$ cat src/rtl/pair_cover_arbiter.sv
// Arbiter that grants between two urgent lanes and four pair-covered request groups.
// The groups rotate round-robin, and a starvation cap stops urgent traffic from locking them out.
module pair_cover_arbiter #(
  parameter int unsigned STARVE_LIMIT = 4
) (
  input  logic         clk,
  input  logic         rst_n,
  input  logic [127:0] grp_data,
  input  logic [3:0]   grp_req,
  input  logic [3:0]   urg_data,
  input  logic         gnt_ready,
  output logic         gnt_valid,
  output logic [2:0]   gnt_id,
  output logic [15:0]  gnt_count,
  output logic [5:0]   elig
);

  typedef enum logic {IDLE, GRANT} state_t;

  localparam logic [3:0] LIMIT = 4'(STARVE_LIMIT);

  state_t      state, state_nx;
  logic [1:0]  rr_ptr;
  logic [3:0]  starve_cnt;
  logic        grp_at_sel;
  logic [3:0]  grp_ok;
  logic [1:0]  urg_ok;
  logic [31:0] word;
  logic [15:0] pairs;
  logic [1:0]  idx;
  logic        rr_hit;
  logic [1:0]  rr_win;
  logic [2:0]  win;
  logic        load;
  logic        accept;

  // A group qualifies only when every one of its 16 pairs has at least one bit set.
  always_comb begin
    grp_ok = '0;
    word   = '0;
    pairs  = '0;
    for (int unsigned g = 0; g < 4; g++) begin
      word = grp_data[32*g +: 32];
      for (int unsigned k = 0; k < 16; k++) begin
        pairs[k] = word[2*k] | word[2*k+1];
      end
      grp_ok[g] = grp_req[g] & (&pairs);
    end
    urg_ok[0] = urg_data[0] | urg_data[1];
    urg_ok[1] = urg_data[2] | urg_data[3];
  end

  // Urgent lanes normally win; once starve_cnt reaches the cap, the round-robin group wins instead.
  always_comb begin
    rr_hit = 1'b0;
    rr_win = rr_ptr;
    idx    = '0;
    for (int unsigned i = 0; i < 4; i++) begin
      idx = rr_ptr + 2'(i);
      if (!rr_hit && elig[idx]) begin
        rr_hit = 1'b1;
        rr_win = idx;
      end
    end
    if (rr_hit && starve_cnt == LIMIT) win = {1'b0, rr_win};
    else if (elig[4])                  win = 3'd4;
    else if (elig[5])                  win = 3'd5;
    else                               win = {1'b0, rr_win};
  end

  always_comb begin
    state_nx = state;
    load     = 1'b0;
    accept   = 1'b0;
    case (state)
      IDLE: begin
        if (|elig) begin
          load     = 1'b1;
          state_nx = GRANT;
        end
      end
      GRANT: begin
        if (gnt_ready) begin
          accept   = 1'b1;
          state_nx = IDLE;
        end
      end
      default: state_nx = IDLE;
    endcase
  end

  assign gnt_valid = (state == GRANT);

  always_ff @(posedge clk or negedge rst_n) begin
    if (!rst_n) state <= IDLE;
    else        state <= state_nx;
  end

  always_ff @(posedge clk or negedge rst_n) begin
    if (!rst_n) begin
      elig       <= '0;
      gnt_id     <= '0;
      gnt_count  <= '0;
      rr_ptr     <= '0;
      starve_cnt <= '0;
      grp_at_sel <= 1'b0;
    end else begin
      elig <= {urg_ok, grp_ok};
      if (load) begin
        gnt_id     <= win;
        grp_at_sel <= |elig[3:0];
      end
      if (accept) begin
        if (gnt_count != '1) gnt_count <= gnt_count + 16'd1;
        if (!gnt_id[2]) begin
          rr_ptr     <= gnt_id[1:0] + 2'd1;
          starve_cnt <= '0;
        end else if (grp_at_sel && starve_cnt != LIMIT) begin
          starve_cnt <= starve_cnt + 4'd1;
        end
      end
    end
  end

endmodule

$ cat config.mk
export PLATFORM = sky130hd
export DESIGN_NAME = pair_cover_arbiter
export DESIGN_NICKNAME = d
export VERILOG_FILES = /design/src/rtl/pair_cover_arbiter.sv
export SDC_FILE = /design/constraint.sdc
export NUM_CORES = 1
export LEC_CHECK = 0
export CORE_MARGIN = 5
export CORE_UTILIZATION = 32
export DETAILED_ROUTE_END_ITERATION = 10
export PLACE_DENSITY = 0.82
export SLEW_MARGIN = 10
export SYNTH_ARGS = -nofsm -noshare
export SYNTH_HDL_FRONTEND = slang
export SYNTH_SLANG_ARGS = --single-unit
$ cat constraint.sdc
create_clock -name clk -period 2.2 [get_ports clk]
set_clock_uncertainty 0.15 [all_clocks]
set_input_delay 0.33 -clock clk [delete_from_list [all_inputs] [get_ports clk]]
set_output_delay 0.33 -clock clk [all_outputs]
set_load 0.05 [all_outputs]
# After elaboration in Yosys (flattened, before gate mapping)
# Cells that the tools add are included.
[classes] mul=0 mux=26 addsub=6 eq_ne=4 n_div=0 n_shift=0 n_reduce_logical=17 n_lt_le_gt_ge=4 bitwise_logic=72
[op_table] op="bitwise OR 1 bit" count=66
[op_table] op="AND reduction 16 bit" count=4
[op_table] op="adder 16 x 1 -> 16 bit, second input constant" count=1
[op_table] op="less-than comparator 2 x 4 -> 1 bit, second input constant" count=4
[op_table] op="!= test 16 bit, second input constant" count=1
[op_table] op="two-way mux 1 bit" count=13
[op_table] op="two-way mux 3 bit" count=3
[op_table] op="binary-select mux 1 bit (select 2 bit)" count=4
[op_table] op="two-way mux 4 bit" count=2
[op_table] op="two-way mux 2 bit" count=3
[op_table] op="AND reduction 2 bit" count=3
[op_table] op="OR reduction 6 bit" count=1
[op_table] op="logical AND 1 bit" count=5
[op_table] op="adder 2 x 1 -> 2 bit, second input constant" count=2
[op_table] op="adder 2 bit, second input constant" count=2
[op_table] op="adder 4 x 1 -> 4 bit, second input constant" count=1
[op_table] op="AND 1 bit" count=4
[op_table] op="equality test 4 x 3 -> 1 bit, second input constant" count=1
[op_table] op="!= test 4 x 3 -> 1 bit, second input constant" count=1
[op_table] op="OR reduction 4 bit" count=1
[op_table] op="logical NOT 1 bit" count=3
[op_table] op="!= test 2 x 1 -> 1 bit, second input constant" count=1
[op_table] op="inverter 1 bit" count=2
[op_table] op="case mux 1 bit (2 select lines)" count=1
[totals] output_inout_bits=26 ff_bits=33 latch_bits=0 elab_cells=136 in_bits=139 mem_count=0 ram_bits=0 rom_bits=0

# Depth between registers and ports, before layout
# Gate-level depths: netlist of run 1.
[depth] ltp_word=15 depth_mapped=6

# Worst setup path after synthesis of run 1
# OpenSTA, ideal clock, no wires.
[synth_timing] path_kind="reg-to-reg" from="register gnt_count[10]" to="register gnt_count[7]" required_time_ns=1.903 stages_incl_launch_ff=5 n_path_buf=0 path_slack_ns=0.166 arrival_time_ns=1.736 cell_sequence="dfrtp_1 > nand3_1 > nor4_1 > nor4b_1 > xor2_1"
[synth_between] elab_chain_cells=2
[synth_rtl] item="start: declaration" line_no="14" source="output logic [15:0] gnt_count,"
[synth_rtl] item="start signal: assignment" line_no="114" source="if (gnt_count != '1) gnt_count <= gnt_count + 16'd1;"
[synth_rtl] item="!= test 16 bit" line_no="114"
[synth_rtl] item="AND reduction 2 bit (no line)"
# No other way between the ends.
# A chain may end at the register's enable or synchronous reset.

# Worst setup path in the final report of run 1
[layout_timing] from="register gnt_count[4]" to="output port gnt_count[4]"
# No word-level cell between the ends.

==> qor.txt, run 1 <==
Final Non-Filler Cells -> 455
WL final -> 7.08 mm
Most used DFF post-synth -> dfrtp_1
Worst-Margin Slew -> 526 ps
placed inst area -> 3640 um2
global-route wire length before repair -> 11.2 mm
Metal-1 WL -> 2.35 mm
Avg Synthesized Cell Area -> 9.17 um2
Post-CTS Hold Buffers -> 0
H-tree depth -> 2
most area-consuming cells after synthesis -> dfrtp_1 (44%), o22ai_1 (10%), nor2_1 (5.0%)
critical path's top delay family -> buffers and inverters
Fin Hold WS -> 286 ps
Min-Delay Path Class -> input pin to async pin
root buffer cell -> clkbuf_8
Critical Path RT -> 1720 ps
Slew HR -> 0.648
DRT Pass-1 Iters -> 5
Warnings, synthesis -> 0
vias in the first global route -> 2477
die width -> 86.8 um
Yosys top cell area share -> 0.437
Worst Setup Start Kind -> register
EDFF count, synth -> 0
gp weighted congestion -> 0.844
largest net degree at the start of global routing -> 34
final instance area -> 3760 um2
WL met2 -> 3.98 mm
synth-to-layout area growth -> 99.0%
Slew Viols, Final -> 0
Max FO, Critical Path -> 6
Power Density -> 615 nW/um2
CTS resizes -> 0
# rows -> 28
DR vias/cell -> 5.12
final core occ -> 0.647
drc violations -> 0
Netlist Area Pre-Place -> 1890 um2
Static Leak -> 1.52 nW
GRT overflow -> 0
core area -> 5820 um2
minimum clock period -> 2070 ps
top-count cell post-synth -> dfrtp_1
Buffers on Ports -> 164
TNS Setup -> 0 ps
GRT Util Overall -> 0.188
final setup vio count -> 0
DP HPWL -> 6.14 mm
endpoint class of the critical path -> primary output
RSZ-0062 raised after global routing -> false
# fillers -> 502
area leader, netlist -> dfrtp_1
Final Cycle Share -> 0.943
antenna violations before repair -> 0
Worst-Skew Late Latency -> 290 ps
Setup Buffers After CTS -> 0
clk buf depth -> 2
I/O Pins -> 165
share of cells above drive strength 1 -> 0.0500
post-DR wirelength/cell -> 15.6 um
final hold violation count -> 0
Gate Count Post-Synth -> 206
clk sinks -> 33
metal3 WL -> 658 um
Highest Signal Layer -> met4
Worst Path Buf+Inv -> 1
outcome -> completed
Die H -> 86.8 um
TritonCTS clock tree -> built
CTS buffer count -> 5
max incr delay on CP -> 850 ps
clk slew on worst S/H paths -> 70 ps
syn_nets -> 348
nets -> 521
cells along the critical path -> clkdlybuf4s50_1
Max Cap Violations -> 0
Post-synth top cells -> dfrtp_1 (33), o22ai_1 (31), nor2_1 (25)
Initial Util -> 0.325
number of DRC markers in iteration 0 -> 38
Worst Setup Path Type -> register to primary output
Final ANT Viol Nets -> 0
n_diodes -> 0
Max Freq -> 482 MHz
synthesized flop and latch total -> 33
Placed Instances -> 447
total die area -> 7540 um2
register area share after synthesis -> 0.437
maximum vdd drop -> 585 uV
async set-or-reset flop fraction in the synthesized netlist -> 1.00
Netlist cell types -> 39
CP max-delay cell -> clkdlybuf4s50_1
via count -> 2328
Data arrival, critical path -> 1590 ps
==> layer usage <==
metal	track usage	vias to the layer above
met5	0	-
met4	0.0524	0
met3	0.0570	6
met2	0.364	106
met1	0.191	1090
li1	-	1126
==> report_power, final <==
part	internal (mW)	switching, mW	total, mW	leakage [nW]
registers	0.696	0.132	0.828	0.424
logic	0.463	0.431	0.894	1.04
clock network	0.369	0.223	0.592	0.0585
==> cell families (layout without fill, tap and decap cells) <==
group,Yosys count,count (layout),synth area share
AOI/OAI and AO/OA,59,59,0.198
xor gates and xnor gates,16,16,0.0742
adders and majority gates,3,3,0.0199
buffers and inverters,9,183,0.0185
DFF,33,33,0.437
muxes,1,1,0.00794
and+or+nand+nor,85,85,0.244
==> cell type report <==
type / count / area, um2 / share of cell area
clock buffer: 7 / 86.3 / 0.0230
clock inverter: 1 / 30.0 / 0.00799
inverter: 7 / 26.3 / 0.00699
multi-input combinational: 164 / 1030 / 0.274
sequential: 33 / 826 / 0.220
tap: 75 / 93.8 / 0.0250
timing repair buffer: 168 / 1670 / 0.444
==> through the flow <==
stage               setup WS (ps)  power, mW
floorplan                     166       1.27
global placement              249       1.71
detailed placement            118       1.74
CTS                           111       2.34
global route                 56.3       2.44
finish                        126       2.31
==> cell usage in the layout (no fill, tap or decap), types with 7 or more instances in the layout <==
cell type / n
clkdlybuf4s50_1: 163
dfrtp_1: 33
inv_1: 7
nand2_1: 14
nand3_1: 7
nor2_1: 25
nor3_1: 11
nor4_1: 7
o21ai_0: 9
o22ai_1: 31
xor2_1: 10
==> worst paths after layout <==
kind,startpoint,endpoint,slack [ps],cells after the start
max,gnt_count[4]$_DFFE_PN0P_,gnt_count[4],130,1
min,rst_n,gnt_count[0]$_DFFE_PN0P_,290,2
max reg2reg,gnt_count[0]$_DFFE_PN0P_,gnt_count[7]$_DFFE_PN0P_,360,6
min reg2reg,gnt_count[15]$_DFFE_PN0P_,gnt_count[15]$_DFFE_PN0P_,360,1
max in group asynchronous,rst_n,grp_at_sel$_DFFE_PN0P_,1300,2
min in group clk,gnt_count[15]$_DFFE_PN0P_,gnt_count[15]$_DFFE_PN0P_,360,1
==> flip-flops by register name, indices dropped and copies added (netlist names) <==
signal,cells
starve_cnt,4
rr_ptr,2
gnt_count,16
grp_at_sel,1
gnt_id,3
gnt_valid,1
elig,6
(Power assumes the default switching activity.)
==> run 2: changes to the inputs <==
Settings changed: CTS_CLUSTER_SIZE from default to 30, PLACE_DENSITY 0.82 to 0.85.
==> run 2 against run 1 <==
Effect of this change:
- routed wire length grew 1.6%
- first-iteration DRC count up 130%
- power decreased by 2.9%
- global-route usage about the same
- fmax down 2.1%
- sequential cell count did not move
- critical path depth did not move
- via count hardly changed
- combinational power is 0.8% higher
- clock-buffer cell count unchanged
- critical endpoint is now gnt_count[2]
- final cell count did not move
- cell area shrank 0.40%
==> qor.txt, run 2 (same netlist as run 1, synthesis figures left out) <==
Int Power -> 1.44 mW (-5.5%)
TritonCTS clock tree -> built
drc violations -> 0 (unchanged)
H-tree depth -> 2 (unchanged)
combinational power share -> 0.401 (+0.015)
clock share of power -> 0.225 (-0.031)
n_diodes -> 0 (unchanged)
Min-Delay Path Class -> input pin to async pin
Final ANT Viol Nets -> 0 (unchanged)
reg2reg start -> gnt_count[4]$_DFFE_PN0P_
crit path from -> gnt_count[2]$_DFFE_PN0P_
max reg flops -> 16 (unchanged)
Max FO, Critical Path -> 8 (+2)
Slew Viols, Final -> 0 (unchanged)
die width -> 86.8 um (unchanged)
GR Util met2 -> 0.361 (-0.00345)
Die H -> 86.8 um (unchanged)
maximum vdd drop -> 663 uV (+13%)
# rows -> 28 (unchanged)
vias in the first global route -> 2490 (+0.52%)
biggest regs -> gnt_count (16), elig (6), starve_cnt (4)
root buffer cell -> clkbuf_8
M1 GR Usage -> 0.183 (-0.00809)
RSZ-0062 raised after global routing -> false
CTS buffer count -> 5 (unchanged)
WL final -> 7.19 mm (+1.6%)
Slew HR -> 0.641 (-0.00694)
commonest non-fill, non-tap cell in the layout -> clkdlybuf4s50_1
outcome -> completed
max incr delay on CP -> 860 ps (about the same)
Power Density -> 600 nW/um2 (-2.5%)
largest net degree at the start of global routing -> 34 (unchanged)
number of DRC markers in iteration 0 -> 89 (+130%)
post-DR wirelength/cell -> 15.8 um (+1.6%)
Initial Util -> 0.325 (unchanged)
GRT overflow -> 0 (unchanged)
final setup vio count -> 0 (unchanged)
pre-CTS setup slack -> 234 ps (+116 ps)
DP HPWL -> 6.24 mm (+1.6%)
most frequent cells in the layout -> clkdlybuf4s50_1 (163), dfrtp_1 (33), o22ai_1 (31)
Worst-Skew Late Latency -> 290 ps (about the same)
total die area -> 7540 um2 (unchanged)
Max Freq -> 472 MHz (-2.1%)
Max Cap Violations -> 0 (unchanged)
synth-to-layout area growth -> 98.2%
clk sinks -> 33 (unchanged)
Final Non-Filler Cells -> 455 (unchanged)
Fin Hold WS -> 298 ps (+11.8 ps)
Post-CTS Hold Buffers -> 0 (unchanged)
core area -> 5820 um2 (unchanged)
Setup Buffers After CTS -> 0 (unchanged)
final core occ -> 0.644 (-0.00258)
gp weighted congestion -> 0.794 (-6.0%)
Buffers on Ports -> 164 (unchanged)
Switch Pwr -> 0.804 mW (+2.3%)
part of the power in registers -> 0.374 (+0.016)
critical path depth -> 1 (unchanged)
DRT Pass-1 Iters -> 4 (-1)
Worst Path Buf+Inv -> 1 (unchanged)
nets -> 521 (unchanged)
r2r worst-path depth -> 4 (-2)
Critical Path RT -> 1720 ps (about the same)
via count -> 2326 (-0.086%)
share of cells above drive strength 1 -> 0.0526 (+0.00263)
critical path's top delay family -> buffers and inverters
Placed Instances -> 447 (unchanged)
DR vias/cell -> 5.11 (about the same)
GRT Util Overall -> 0.188 (about the same)
final hold violation count -> 0 (unchanged)
Data arrival, critical path -> 1640 ps (+50 ps)
Worst-Margin Slew -> 537 ps (+10.4 ps)
final worst slack -> 81.3 ps (-45.2 ps)
Static Leak -> 1.52 nW (-0.28%)
clk buf depth -> 2 (unchanged)
r2r setup slk -> 410 ps (+50 ps)
minimum clock period -> 2120 ps (+45.2 ps)
I/O Pins -> 165 (unchanged)
Worst Setup Start Kind -> register
Final Cycle Share -> 0.963 (+0.0205)
CP max-delay cell -> clkdlybuf4s50_1
Worst Setup Path Type -> register to primary output
TNS Setup -> 0 ps (unchanged)
grt met3 use -> 0.0580 (+0.000951)
Biggest register -> gnt_count
CTS resizes -> 0 (unchanged)
Sw Share -> 0.357 (+0.0180)
endpoint class of the critical path -> primary output
# fillers -> 506 (+0.80%)
most used routing layer -> met2
clk slew on worst S/H paths -> 70 ps (about the same)
global-route wire length before repair -> 11.2 mm (-0.68%)
cells along the critical path -> clkdlybuf4s50_1
antenna violations before repair -> 0 (unchanged)
==> run 2: cell count changes in the layout (fill, tap and decap cells not counted) <==
cell,change
bufinv_16,-1
clkbuf_1,-1
clkbuf_8,+1
clkinv_2,+1
==> run 2: path summary, 6_finish.rpt <==
kind | end
max | gnt_count[2]
max in group asynchronous | starve_cnt[2]$_DFFE_PN0P_
min | gnt_count[5]$_DFFE_PN0P_
min reg2reg | gnt_count[15]$_DFFE_PN0P_
min in group clk | gnt_count[15]$_DFFE_PN0P_
max reg2reg | gnt_count[1]$_DFFE_PN0P_
==> run 2: through the flow <==
stage / instance area [um2] / total power [mW]
3_3_place_gp: 3640 / 1.72
5_1_grt: 3740 / 2.36
2_1_floorplan: 1890 / 1.27
6_report: 3740 / 2.25
4_1_cts: 3740 / 2.26
3_5_place_dp: 3640 / 1.76
==> run 2: layout make-up <==
cell class | instances | area [um2] | area share
Clock inverter | 1 | 5.00 | 0.00134
Inverter | 7 | 26.3 | 0.00702
Multi-Input combinational cell | 164 | 1030 | 0.275
Sequential cell | 33 | 826 | 0.221
Clock buffer | 7 | 96.3 | 0.0257
Timing Repair Buffer | 168 | 1670 | 0.446
Tap cell | 75 | 93.8 | 0.0251
==> run 2: metal layers <==
metal / part of all wire / up-vias
met4: 0.027 / 0
met5: 0 / -
met2: 0.56 / 112
met3: 0.093 / 14
met1: 0.32 / 1068
li1: - / 1132
==> run 2: power by group through the flow <==
stage / logic, mW / registers [mW] / clock network [mW]
after floorplan: 0.235 / 1.04 / 0
after global placement: 0.881 / 0.835 / 0
after detailed placement: 0.908 / 0.849 / 0
after CTS: 0.910 / 0.838 / 0.516
after global routing: 0.963 / 0.859 / 0.538
final: 0.901 / 0.841 / 0.506
